## config.mk

```make
export PLATFORM = sky130hd
export DESIGN_NAME = uart_pixel_packer
export DESIGN_NICKNAME = d
export VERILOG_FILES = /design/src/rtl/img_sys_pkg.sv /design/src/rtl/pix_fmt_expand.sv /design/src/rtl/uart_pixel_packer.sv
export SDC_FILE = /design/constraint.sdc
export NUM_CORES = 1
export LEC_CHECK = 0
export CORE_ASPECT_RATIO = 1.4
export CORE_MARGIN = 2
export CORE_UTILIZATION = 51
export DETAILED_ROUTE_END_ITERATION = 10
export GPL_ROUTABILITY_DRIVEN = 0
export PLACE_DENSITY = 0.82
export SYNTH_ARGS = -nofsm -noshare
export SYNTH_HDL_FRONTEND = slang
export SYNTH_SLANG_ARGS = --single-unit
```

## constraint.sdc

```tcl
create_clock -name sclk -period 2.4 [get_ports sclk]
set_input_delay 0.6 -clock sclk [delete_from_list [all_inputs] [get_ports sclk]]
set_output_delay 0.6 -clock sclk [all_outputs]
set_load 0.005 [all_outputs]
```

## src/rtl/img_sys_pkg.sv

```systemverilog
// Shared image-system definitions: RGB565/RGB888 field widths, default
// frame geometry and the assembled-word width helper used by the packer.
package img_sys_pkg;

  localparam int RGB565_R_W  = 5;
  localparam int RGB565_G_W  = 6;
  localparam int RGB565_B_W  = 5;
  localparam int RGB565_W    = RGB565_R_W + RGB565_G_W + RGB565_B_W;

  localparam int RGB888_CH_W = 8;
  localparam int RGB888_W    = 3 * RGB888_CH_W;

  localparam int DEF_H_PIX   = 800;
  localparam int DEF_V_PIX   = 480;

  // Width of the word assembled from bytes_per_pix received bytes.
  function automatic int calc_aw(input int bytes_per_pix);
    return 8 * bytes_per_pix;
  endfunction

endpackage

```

## src/rtl/pix_fmt_expand.sv

```systemverilog
// Combinational RGB565 -> RGB888 expansion by MSB replication, so full-scale
// channels map to 0xFF and zero stays zero. Shared with the VGA output path.
module pix_fmt_expand
  import img_sys_pkg::*;
(
  input  logic [RGB565_W-1:0] rgb565,
  output logic [RGB888_W-1:0] rgb888
);

  logic [RGB565_R_W-1:0] r5;
  logic [RGB565_G_W-1:0] g6;
  logic [RGB565_B_W-1:0] b5;

  assign r5 = rgb565[RGB565_W-1 -: RGB565_R_W];
  assign g6 = rgb565[RGB565_B_W +: RGB565_G_W];
  assign b5 = rgb565[RGB565_B_W-1:0];

  // Replicate each channel's top bits into the freshly opened LSBs.
  always_comb begin
    rgb888 = {r5, r5[4:2], g6, g6[5:4], b5, b5[4:2]};
  end

endmodule

```

## src/rtl/uart_pixel_packer.sv

```systemverilog
// Packs the uart_rx byte stream into pixel words for the SDRAM write FIFO and
// tracks the x/y position of the next pixel within the frame.
// Optional build macro: RGB565_EXPAND_EN (with BYTES_PER_PIX = 2 the word is
// expanded RGB565 -> RGB888 instead of being zero-extended).
//
// Output handshake: pix_valid is a one-cycle write strobe (the FIFO wr_en);
// there is no ready. fifo_full is sampled in the cycle the final byte of a
// pixel arrives: when high the pixel is dropped (no strobe) and overflow is
// set, but the position counters still advance to keep frame alignment.
module uart_pixel_packer
  import img_sys_pkg::*;
#(
  parameter int BYTES_PER_PIX = 2,
  parameter int PIX_W         = 24,
  parameter int H_PIX         = DEF_H_PIX,
  parameter int V_PIX         = DEF_V_PIX,
  parameter int TIMEOUT       = 50000,
  parameter int MSB_FIRST     = 1
) (
  input  logic                       sclk,
  input  logic                       s_rst_n,
  input  logic [7:0]                 in_data,
  input  logic                       in_flag,
  input  logic                       frame_rst,
  input  logic                       fifo_full,
  output logic [PIX_W-1:0]           pix_data,
  output logic                       pix_valid,
  output logic                       frame_done,
  output logic                       overflow,
  output logic                       resync_err,
  output logic [$clog2(H_PIX)-1:0]   pix_x,
  output logic [$clog2(V_PIX)-1:0]   pix_y
);

  localparam int AW = calc_aw(BYTES_PER_PIX);
  localparam int XW = $clog2(H_PIX);
  localparam int YW = $clog2(V_PIX);
  localparam int IW = $clog2(TIMEOUT);

  localparam logic [1:0]    LAST_BYTE = 2'(BYTES_PER_PIX - 1);
  localparam logic [XW-1:0] LAST_X    = XW'(H_PIX - 1);
  localparam logic [YW-1:0] LAST_Y    = YW'(V_PIX - 1);
  localparam logic [IW-1:0] LAST_IDLE = IW'(TIMEOUT - 1);

  logic [1:0]       byte_cnt_q,   byte_cnt_d;
  logic [IW-1:0]    idle_cnt_q,   idle_cnt_d;
  logic [AW-1:0]    sr_q,         sr_d;
  logic [PIX_W-1:0] pix_data_q,   pix_data_d;
  logic             pix_valid_q,  pix_valid_d;
  logic             frame_done_q, frame_done_d;
  logic             overflow_q,   overflow_d;
  logic             resync_err_q, resync_err_d;
  logic [XW-1:0]    pix_x_q,      pix_x_d;
  logic [YW-1:0]    pix_y_q,      pix_y_d;

  logic [1:0]       lane_sel;
  logic [PIX_W-1:0] pix_fmt;

  // Byte lane for the incoming byte: first byte in the MS lane when MSB_FIRST.
  always_comb begin
    lane_sel = (MSB_FIRST != 0) ? (LAST_BYTE - byte_cnt_q) : byte_cnt_q;
  end

  // Shift-register update; a frame_rst in the same cycle discards the byte.
  always_comb begin
    sr_d = sr_q;
    if (in_flag && !frame_rst) begin
      for (int i = 0; i < BYTES_PER_PIX; i++) begin
        if (lane_sel == 2'(i)) begin
          sr_d[i*8 +: 8] = in_data;
        end
      end
    end
  end

  // Output formatting of the word that includes the byte arriving this cycle.
`ifdef RGB565_EXPAND_EN
  if (BYTES_PER_PIX == 2) begin : g_expand
    logic [RGB888_W-1:0] rgb888;
    pix_fmt_expand u_expand (
      .rgb565 (sr_d),
      .rgb888 (rgb888)
    );
    assign pix_fmt = PIX_W'(rgb888);
  end else begin : g_zext
    assign pix_fmt = PIX_W'(sr_d);
  end
`else
  assign pix_fmt = PIX_W'(sr_d);
`endif

  // Control: byte counting, completion, position tracking, idle timeout.
  always_comb begin
    byte_cnt_d   = byte_cnt_q;
    idle_cnt_d   = idle_cnt_q;
    pix_data_d   = pix_data_q;
    pix_valid_d  = 1'b0;
    frame_done_d = 1'b0;
    overflow_d   = overflow_q;
    resync_err_d = 1'b0;
    pix_x_d      = pix_x_q;
    pix_y_d      = pix_y_q;

    if (frame_rst) begin
      // Restart wins over any byte arriving in the same cycle.
      byte_cnt_d = '0;
      idle_cnt_d = '0;
      pix_x_d    = '0;
      pix_y_d    = '0;
      overflow_d = 1'b0;
    end else if (in_flag) begin
      // A byte always beats a coinciding timeout expiry.
      idle_cnt_d = '0;
      if (byte_cnt_q == LAST_BYTE) begin
        byte_cnt_d = '0;
        // Frame end is flagged even if the last pixel was dropped, so the
        // consumer still sees the frame boundary.
        frame_done_d = (pix_x_q == LAST_X) && (pix_y_q == LAST_Y);
        if (fifo_full) begin
          overflow_d = 1'b1;
        end else begin
          pix_valid_d = 1'b1;
          pix_data_d  = pix_fmt;
        end
        if (pix_x_q == LAST_X) begin
          pix_x_d = '0;
          pix_y_d = (pix_y_q == LAST_Y) ? '0 : pix_y_q + YW'(1);
        end else begin
          pix_x_d = pix_x_q + XW'(1);
        end
      end else begin
        byte_cnt_d = byte_cnt_q + 2'd1;
      end
    end else if (byte_cnt_q != '0) begin
      if (idle_cnt_q == LAST_IDLE) begin
        byte_cnt_d   = '0;
        idle_cnt_d   = '0;
        resync_err_d = 1'b1;
      end else begin
        idle_cnt_d = idle_cnt_q + IW'(1);
      end
    end else begin
      idle_cnt_d = '0;
    end
  end

  // State registers, asynchronously cleared.
  always_ff @(posedge sclk or negedge s_rst_n) begin
    if (!s_rst_n) begin
      byte_cnt_q   <= '0;
      idle_cnt_q   <= '0;
      sr_q         <= '0;
      pix_data_q   <= '0;
      pix_valid_q  <= 1'b0;
      frame_done_q <= 1'b0;
      overflow_q   <= 1'b0;
      resync_err_q <= 1'b0;
      pix_x_q      <= '0;
      pix_y_q      <= '0;
    end else begin
      byte_cnt_q   <= byte_cnt_d;
      idle_cnt_q   <= idle_cnt_d;
      sr_q         <= sr_d;
      pix_data_q   <= pix_data_d;
      pix_valid_q  <= pix_valid_d;
      frame_done_q <= frame_done_d;
      overflow_q   <= overflow_d;
      resync_err_q <= resync_err_d;
      pix_x_q      <= pix_x_d;
      pix_y_q      <= pix_y_d;
    end
  end

  assign pix_data   = pix_data_q;
  assign pix_valid  = pix_valid_q;
  assign frame_done = frame_done_q;
  assign overflow   = overflow_q;
  assign resync_err = resync_err_q;
  assign pix_x      = pix_x_q;
  assign pix_y      = pix_y_q;

endmodule
```

==> results.py <==
metrics = {
    "final_layout": {
        "postLayoutCoreUtil_pct": 66.9,
        "finalInstanceArea_um2": 3920,
        "instances_no_fill": 444,
        "drive_gt1_share_pct": 12.8,
        "area_growth_pct": 27.3,
        "nets": 385,
        "layout_commonest_cell": "dfrtp_1",
        "final_cell_mix": "dfrtp_1 (65), nand2_1 (62), clkdlybuf4s50_1 (50)",
        "antenna_cells": 0,
    },
    "global_route": {
        "antenna_found_initial": 0,
        "grt-ovfl-total": 0,
        "grt_first_pass_wirelength_um": 11100,
        "grt_max_degree": 47,
        "grt_usage_pct": 21.0,
        "grt_pass1_vias": 2444,
    },
    "floorplan": {
        "die_area_um2": 6680,
        "num_rows": 33,
        "die_y_um": 95.9,
        "dieWidth_um": 69.7,
        "ios": 60,
        "start_util_pct": 52.5,
        "coreArea_um2": 5860,
    },
    "sta": {
        "post-route-worst-setup-slack_ns": 0.276,
        "rsz0062_at_grt": "no",
        "finalMaxSlewViolations": 0,
        "hold_viol_final": 0,
        "period_share_pct": 88.5,
        "post-route-min-period_ns": 2.12,
        "fin_skew_ns": 0.00928,
        "fmax_ghz": 0.471,
        "tightest_slew_ns": 0.507,
        "setup_viol": 0,
        "slew_headroom_pct": 66.1,
    },
    "synthesis": {
        "synth-seq-area-share_pct": 52.8,
        "avgSynthCellArea_um2": 10.1,
        "synth-seq-cells": 65,
        "synth-edff-count": 0,
        "yosys_warnings": 0,
        "ys_types": 50,
        "synthCells": 306,
        "netlist_area_um2": 3080,
        "synth_flop_cell": "dfrtp_1",
        "async_reset_ff_share_pct": 100,
    },
    "route": {
        "routed_wl_um": 6570,
        "drc": 0,
        "vias": 2427,
        "first_pass_iters": 4,
        "viasPerCell": 5.47,
        "post_drt_wl_per_cell_um": 14.8,
        "detail-route-antenna-nets": 0,
        "drt_iter0_drc": 139,
    },
    "power": {
        "leakagePower_uw": 0.00166,
        "ir_drop_mv": 0.449,
        "cellPowerDensity_nw_per_um2": 653,
    },
    "setup_path": {
        "required_ns": 2.65,
        "crit_type": "primary input to flip-flop",
        "start_kind": "primary input",
        "worstSetupEndpointType": "flip-flop",
        "cp_max_fo": 5,
        "arrival_ns": 2.37,
    },
    "place": {
        "post-place-ws_ns": -0.0780,
        "placed_cell_area_um2": 3720,
        "place_hpwl_um": 4580,
        "dp_cells": 428,
        "portBuffers": 51,
    },
    "clock_tree": {
        "postCtsHoldBufs": 0,
        "post-cts-setup-buffers": 0,
        "cts_resized": 0,
        "h-tree-depth": 3,
        "clockBufferDepth": 2,
        "cts_root_buf": "clkbuf_8",
        "cts.sinks": 65,
        "tritoncts": "yes",
        "clock_latency_ns": 0.35,
        "cts_buffers": 9,
        "clk_pin_slew_ns": 0.08,
    },
    "min_path": {
        "hold_path_class": "primary input to async pin",
    },
    "run_status": {
        "status": "finished, final reports clean",
    },
    "run": {
        "cap_violations": 0,
    },
}
==> worst max-delay path, stage by stage <==
cell and delay [ns]:
clkdlybuf4s50_1 0.52, nand3b_4 0.09, or4_4 0.54, or3_1 0.40, o311ai_2 0.21
==> through the flow <==
stage          TNS [ns]  hold slack, ns  power, uW
6_report              0           0.206       2560
5_1_grt               0           0.240       2670
4_1_cts               0           0.211       2580
3_5_place_dp    -0.0780           0.461       1640
3_3_place_gp    -0.0412           0.457       1620
2_1_floorplan         0           0.304       1400
==> area by class of cell <==
cell class,count,area [um^2]
Multi-Input combinational cell,221,1340
Clock buffer,9,124
Inverter,6,22.5
Sequential cell,65,1630
Clock inverter,7,80.1
Fill cell,439,1940
Timing Repair Buffer,66,643
Tap cell,70,87.6
==> where the power goes <==
group	switching, uW	internal [uW]	total (uW)	leakage, uW
combinational	149	214	363	0.000698
sequential	54.4	1200	1250	0.000869
clock	457	488	944	0.0000960
total	660	1900	2560	0.00166
==> state kept, by name (all words and copies together) (netlist names) <==
| register | count |
|---|---|
| idle_cnt_q | 16 |
| pix_data | 16 |
| pix_y | 9 |
| resync_err | 1 |
| pix_x | 10 |
| pix_valid | 1 |
| overflow | 1 |
| sr_q | 8 |
| frame_done | 1 |
| byte_cnt_q | 2 |
==> cell usage after synthesis, types with 2 or more instances <==
master | count | share of area [%]
nor4_1 | 5 | 1.0
mux2_2 | 8 | 2.9
o2111ai_1 | 2 | 0.57
nor4bb_1 | 2 | 0.65
nand2b_1 | 2 | 0.41
a32o_1 | 2 | 0.65
o2bb2ai_1 | 2 | 0.57
nand2_1 | 62 | 7.6
clkbuf_1 | 9 | 1.1
nand4_1 | 6 | 1.2
buf_2 | 3 | 0.49
inv_1 | 5 | 0.61
buf_4 | 8 | 2.0
nand3_1 | 11 | 1.8
nand3b_1 | 3 | 0.73
or3_1 | 6 | 1.2
a21oi_1 | 9 | 1.5
dfrtp_1 | 65 | 53
nor2_1 | 29 | 3.5
o21ai_0 | 4 | 0.65
and4_1 | 2 | 0.57
xnor2_1 | 13 | 3.7
and3_1 | 3 | 0.61
o211ai_1 | 4 | 0.98
xor2_1 | 7 | 2.0
ha_1 | 3 | 1.2
nor3_1 | 8 | 1.3
==> per-layer routing <==
layer | up-vias | global-route usage, % | routed length (um)
li1 | 1170 | - | -
met1 | 1189 | 24.3 | 2810
met2 | 55 | 36.9 | 3340
met3 | 13 | 4.82 | 293
met4 | 0 | 10.3 | 125
met5 | - | 0 | 0
==> worst paths after layout <==
check	start	end	slack [ns]	depth (start not counted)
setup / recovery	in_flag	pix_y[7]$_DFFE_PN0P_	0.28	5
hold / removal	s_rst_n	pix_y[6]$_DFFE_PN0P_	0.21	1
setup reg to reg	pix_x[1]$_DFFE_PN0P_	pix_y[7]$_DFFE_PN0P_	0.31	5
hold reg to reg	pix_data[2]$_DFFE_PN0P_	pix_data[2]$_DFFE_PN0P_	0.48	2
max in group asynchronous	s_rst_n	sr_q[12]$_DFF_PN0_	1.59	2
min in group sclk	pix_data[2]$_DFFE_PN0P_	pix_data[2]$_DFFE_PN0P_	0.48	2
==> cells by family after synthesis <==
family / Yosys count / synth area share, %
AOI/OAI and AO/OA: 30 / 7.03
xor gates and xnor gates: 20 / 5.69
adders and majority gates: 3 / 1.22
buffers and inverters: 27 / 4.63
DFF: 65 / 52.8
muxes: 8 / 2.93
other: 1 / 0.122
and+or+nand+nor: 152 / 25.6
Note: power is estimated with default switching activity, not from simulation.
